===== config.mk =====
export PLATFORM = sky130hd
export DESIGN_NAME = compare_result_tracker
export DESIGN_NICKNAME = d
export VERILOG_FILES = /design/src/rtl/compare_result_tracker.sv
export SDC_FILE = /design/constraint.sdc
export NUM_CORES = 1
export LEC_CHECK = 0
export ABC_AREA = 1
export BUFFER_PORTS_ARGS = -buffer_cell sky130_fd_sc_hd__buf_4
export CORE_MARGIN = 5
export CORE_UTILIZATION = 56
export CTS_BUF_LIST = sky130_fd_sc_hd__clkbuf_8
export DETAILED_ROUTE_END_ITERATION = 12
export GPL_TIMING_DRIVEN = 0
export PLACE_DENSITY = 0.82
export SYNTH_ARGS = -nofsm -noshare
export SYNTH_HDL_FRONTEND = slang
export SYNTH_SLANG_ARGS = --single-unit

===== constraint.sdc =====
create_clock -name clk -period 1.95 [get_ports clk]
set_input_delay 0.0975 -clock clk [delete_from_list [all_inputs] [get_ports clk]]
set_output_delay 0.0975 -clock clk [all_outputs]
set_load 0.02 [all_outputs]

===== src/rtl/compare_result_tracker.sv =====
// ---------------------------------------------------------------------------
// compare_result_tracker
//
// Sequential stage behind the 4-bit magnitude comparator. It registers
// samples (A, B, R = {G,E,L}) under in_valid. It keeps:
//   - saturating per-outcome counts
//   - a running maximum of A
//   - the last accepted result
//   - a lock indication after LOCK_N consecutive equal results
// Malformed results are rejected and raise a sticky error.
//
// Optional feature macro: TRACKER_CHECK_EN
//   When defined, the block also rejects a one-hot R that disagrees with its
//   own {A>B, A==B, A<B}. When undefined, only the one-hot check applies.
//
// Parameters
//   CNT_W   width of each outcome counter
//   LOCK_N  consecutive E results required to lock (1..15)
//
// Ports
//   clk       in   clock, rising edge
//   rst       in   asynchronous active-high reset
//   in_valid  in   sample strobe
//   A, B      in   comparator operands (4 bits)
//   R         in   comparator result {G,E,L}, expected one-hot
//   clr       in   synchronous clear, same effect as reset, beats in_valid
//   g_cnt     out  accepted G results (saturating)
//   e_cnt     out  accepted E results (saturating)
//   l_cnt     out  accepted L results (saturating)
//   run_max   out  largest A among accepted samples
//   last_r    out  R of the most recent accepted sample
//   locked    out  lock FSM is in LOCKED
//   err       out  sticky reject flag since reset/clr
//
// Lock FSM
//   state  | meaning
//   IDLE   | no sample seen since reset/clr
//   TRACK  | samples seen, E run shorter than LOCK_N
//   LOCKED | last LOCK_N accepted samples were all E, no break since
// ---------------------------------------------------------------------------
module compare_result_tracker #(
  parameter int CNT_W  = 8,
  parameter int LOCK_N = 3
) (
  input  logic             clk,
  input  logic             rst,
  input  logic             in_valid,
  input  logic [3:0]       A,
  input  logic [3:0]       B,
  input  logic [2:0]       R,
  input  logic             clr,
  output logic [CNT_W-1:0] g_cnt,
  output logic [CNT_W-1:0] e_cnt,
  output logic [CNT_W-1:0] l_cnt,
  output logic [3:0]       run_max,
  output logic [2:0]       last_r,
  output logic             locked,
  output logic             err
);

`ifdef TRACKER_CHECK_EN
  localparam bit CHECK_EN = 1'b1;
`else
  localparam bit CHECK_EN = 1'b0;
`endif

  localparam logic [CNT_W-1:0] CNT_ONE = CNT_W'(1);
  localparam logic [CNT_W-1:0] CNT_MAX = {CNT_W{1'b1}};
  localparam logic [3:0]       LOCK_V  = 4'(LOCK_N);
  localparam logic [3:0]       RUN_ONE = 4'd1;

  localparam logic [2:0] R_G = 3'b100;
  localparam logic [2:0] R_E = 3'b010;
  localparam logic [2:0] R_L = 3'b001;

  typedef enum logic [1:0] {
    IDLE   = 2'd0,
    TRACK  = 2'd1,
    LOCKED = 2'd2
  } state_t;

  state_t     state;
  logic [3:0] eq_run;

  // Sample classification
  logic       r_onehot;
  logic [2:0] r_ref;
  logic       r_agree;
  logic       take;
  logic       sample_ok;
  logic       sample_bad;
  logic [3:0] eq_run_nxt;
  state_t     state_nxt;

  always_comb begin
    r_onehot = (R == R_G) || (R == R_E) || (R == R_L);
    // The reference result is always built. It is only used when the check
    // is enabled, so the default build constant-folds it away.
    r_ref    = {(A > B), (A == B), (A < B)};
    r_agree  = (R == r_ref);
    take       = in_valid && !clr;
    sample_ok  = take && r_onehot && (!CHECK_EN || r_agree);
    sample_bad = take && !sample_ok;
  end

  // An E extends the run, saturating at LOCK_N. Any other accepted result or
  // a reject breaks the run. Idle cycles leave it alone.
  always_comb begin
    eq_run_nxt = eq_run;
    if (sample_bad) begin
      eq_run_nxt = 4'd0;
    end else if (sample_ok) begin
      if (R == R_E) begin
        if (eq_run < LOCK_V) eq_run_nxt = eq_run + RUN_ONE;
      end else begin
        eq_run_nxt = 4'd0;
      end
    end
  end

  // Every valid sample leaves IDLE. The only way into LOCKED is an accepted
  // E that brings the run to LOCK_N. When LOCK_N=1 this also covers the
  // direct IDLE -> LOCKED step.
  always_comb begin
    state_nxt = state;
    if (take) begin
      if (sample_ok && (R == R_E) && (eq_run_nxt == LOCK_V)) begin
        state_nxt = LOCKED;
      end else begin
        state_nxt = TRACK;
      end
    end
  end

  always_ff @(posedge clk or posedge rst) begin
    if (rst) begin
      state   <= IDLE;
      eq_run  <= 4'd0;
      g_cnt   <= '0;
      e_cnt   <= '0;
      l_cnt   <= '0;
      run_max <= 4'd0;
      last_r  <= 3'b000;
      locked  <= 1'b0;
      err     <= 1'b0;
    end else if (clr) begin
      state   <= IDLE;
      eq_run  <= 4'd0;
      g_cnt   <= '0;
      e_cnt   <= '0;
      l_cnt   <= '0;
      run_max <= 4'd0;
      last_r  <= 3'b000;
      locked  <= 1'b0;
      err     <= 1'b0;
    end else begin
      state  <= state_nxt;
      eq_run <= eq_run_nxt;
      locked <= (state_nxt == LOCKED);

      if (sample_bad) err <= 1'b1;

      if (sample_ok) begin
        last_r <= R;
        if (A > run_max) run_max <= A;
        unique case (R)
          R_G: if (g_cnt != CNT_MAX) g_cnt <= g_cnt + CNT_ONE;
          R_E: if (e_cnt != CNT_MAX) e_cnt <= e_cnt + CNT_ONE;
          R_L: if (l_cnt != CNT_MAX) l_cnt <= l_cnt + CNT_ONE;
          default: ;
        endcase
      end
    end
  end

endmodule


==> flow_summary.toml <==
[global_routing]
grt.total_usage_pct = 19.8
grt_pass1_wl_mm = 7.94
grt_max_degree = 40
grt_pass1_vias = 1797
antenna_found_initial = 0
grt-ovfl-total = 0

[hold_path]
worstHoldPathCells = 3
holdCritStartpoint = "A[0]"
hp-class = "primary input to flip-flop"
hold_end = "run_max[0]$_DFFE_PP0P_"

[die]
rows = 22
die_h_um = 71.6
dieArea_sq_um = 5120
core_area_sq_um = 3660
die_w_um = 71.6
pin_count = 48
start_util_pct = 58.0

[power]
peakVddDrop_uv = 486
power_mw = 1.70
seq_power_share_pct = 48.8
switching_share_pct = 23.9
p_int_mw = 1.30
combPwrFrac_pct = 9.7
leakage_nw = 1.36
p_clk_share_pct = 41.5
p_sw_uw = 408
powerDensity_nw_per_um2 = 645

[sta]
relSlewSlack_pct = 47.3
timing.final.crit_share_pct = 84.4
rsz0062_at_grt = "false"
skew_ns = 0.00837
finalMaxSlewViolations = 0
worst_slew_pin_slew_ns = 0.790
fin_crit_ns = 1.65
max_freq_mhz = 608
timing.setup.tns_ns = 0
setup_viol = 0
final-hold-violation-count = 0

[synthesis]
avgSynthCellArea_sq_um = 8.16
ys_ff_latch = 39
synthCells = 260
synth_top_family_by_area = "simple AND/OR/NAND/NOR gates"
yosys.area_share.xor_xnor_pct = 2.48
synth_mux_area_share_pct = 0
synthAdderAreaFrac_pct = 4.72
synthSimpleGateAreaFrac_pct = 29.0
ys_warn_count = 0
seq_area_frac_synth_pct = 46.0
syn-cell-area_sq_um = 2120
syn-num-nets = 283
synth_compound_area_share_pct = 9.96
synth_cell_types = 30

[finish]
areaGrowthSynthToFinish_pct = 24.5
nFillCells = 304
layout_commonest_cell = "nand2_1"
register_area_sq_um = 976
layout_common_cells = "nand2_1, buf_4, dfrtp_1"
multiInputGateArea_sq_um = 980
antenna_cells = 0
drive_gt1_share_pct = 27.5
nets = 335

[routing]
routed-via-count = 1853
ant_nets = 0
firstDrtPassIters = 4
postRouteWirelength_mm = 4.59
drtIter0Drc = 140
wl_per_cell_um = 12.7
vias_per_cell = 5.13
drcViolationCount = 0

[setup_path]
r2r-end = "e_cnt[6]$_DFFE_PP0P_"
crit_required_ns = 2.18
path_max_fanout = 6
crit_path_end_kind = "flip-flop"
r2r_slack_ns = 0.30
critPathKind = "flip-flop to flip-flop"
startpoint_type = "flip-flop"
arrival_ns = 1.87
r2r_cells = 10
r2r-start = "e_cnt[0]$_DFFE_PP0P_"

[clocking]
cts_buffers = 5
cts_resized = 0
cts-root-buf = "clkbuf_8"
htree_levels = 2
clk_path_buf_depth = 2
holdBufCountCts = 2
clock-sinks = 39
path_clk_slew_ns = 0.08
postCtsSetupRepairBufs = 0
cts_tree = "yes"
clk_latency_ns = 0.30

[place]
io_buffers = 43
hpwl_mm = 3.25
gp_congestion = 0.803

[flow_run]
maxCapViolCount = 0

[outcome]
outcome = "finished clean"
-- cells in the mapped netlist (all sizes together) --
cell / n / area, sq um
a21boi: 1 / 11.3
a21oi: 12 / 67.6
a31o: 3 / 26.3
buf: 2 / 10.0
clkbuf: 1 / 3.75
dfrtp: 39 / 976
ha: 8 / 100
inv: 40 / 153
nand2: 67 / 274
nand3: 21 / 115
nand3b: 2 / 27.5
nand4: 6 / 37.5
nor2: 28 / 130
nor3: 4 / 25.0
nor4: 1 / 6.26
o21ai: 16 / 80.1
o21bai: 1 / 11.3
o31ai: 2 / 15.0
xnor2: 1 / 8.76
xor2: 5 / 43.8
-- critical path: stages (launching register included) --
cell and delay [ns]:
dfrtp_1 0.44, ha_1 0.23, nand3_2 0.11, nor2_2 0.12, inv_2 0.05, nor2_2 0.10, nand2_1 0.07, nand2_2 0.11
nand2_2 0.10, o21ai_0 0.08, a21boi_2 0.17
-- per-layer routing --
metal | vias to the layer above | routed length [um] | part of all wire, % | global-route usage (%)
li1 | 942 | - | - | -
met1 | 850 | 2040 | 45 | 24.4
met2 | 50 | 2230 | 49 | 32.3
met3 | 11 | 240 | 5.2 | 6.31
met4 | 0 | 74 | 1.6 | 7.31
met5 | - | 0 | 0 | 0
-- power by group through the flow --
stage | Combinational [mW] | Sequential, mW | Clock (mW)
floorplan | 0.0868 | 0.859 | 0
global placement | 0.159 | 0.847 | 0
detailed placement | 0.162 | 0.848 | 0
CTS | 0.167 | 0.832 | 0.733
global route | 0.185 | 0.834 | 0.769
finish | 0.165 | 0.832 | 0.708
-- cells by family (layout without fill, tap and decap cells) --
logic type               count (synthesis)  after routing
AND/OR/NAND/NOR                        129            129
buffers and inverters                   43             96
flip-flops                              39             39
AO/OA/AOI/OAI                           35             35
adder cells (fa/ha/maj)                  8              8
XOR/XNOR                                 6              6
-- layout make-up --
class	instances	share of cell area [%]
tap	48	2.27
timing repair buffer	45	13.0
multi-input combinational	178	37.1
inverter	40	5.78
clock inverter	2	1.33
buffer	3	0.521
sequential	39	36.9
clock buffer	6	3.13
-- through the flow --
step | hold slack [ns] | instances | cell area (sq um) | setup slack [ns] | util (%)
2_1_floorplan | 0.214 | 260 | 2120 | 0.363 | -
3_3_place_gp | 0.313 | 351 | 2500 | 0.371 | 68.4
3_5_place_dp | 0.314 | 351 | 2500 | 0.348 | 68.4
4_1_cts | 0.00819 | 361 | 2640 | 0.308 | 72.2
5_1_grt | 0.0134 | 361 | 2640 | 0.138 | 72.2
6_report | 0.0204 | 361 | 2640 | 0.304 | 72.2
-- worst max path at each step --
stage	end	from	cells after the start	slack (ns)
global placement	e_cnt[6]$_DFFE_PP0P_	e_cnt[0]$_DFFE_PP0P_	10	0.37
finish	e_cnt[6]$_DFFE_PP0P_	e_cnt[0]$_DFFE_PP0P_	10	0.30
detailed placement	e_cnt[0]$_DFFE_PP0P_	e_cnt[0]$_DFFE_PP0P_	10	0.35
global route	e_cnt[6]$_DFFE_PP0P_	e_cnt[0]$_DFFE_PP0P_	10	0.14
CTS	e_cnt[6]$_DFFE_PP0P_	e_cnt[0]$_DFFE_PP0P_	10	0.31
floorplan	e_cnt[0]$_DFFE_PP0P_	e_cnt[0]$_DFFE_PP0P_	10	0.36
-- sequential cells by signal, summed over array words and instances, names as in the netlist --
signal,cells
e_cnt,8
g_cnt,8
l_cnt,8
eq_run,4
run_max,4
last_r,3
state,2
err,1
locked,1
No activity file was read; power rests on OpenSTA's default activity.
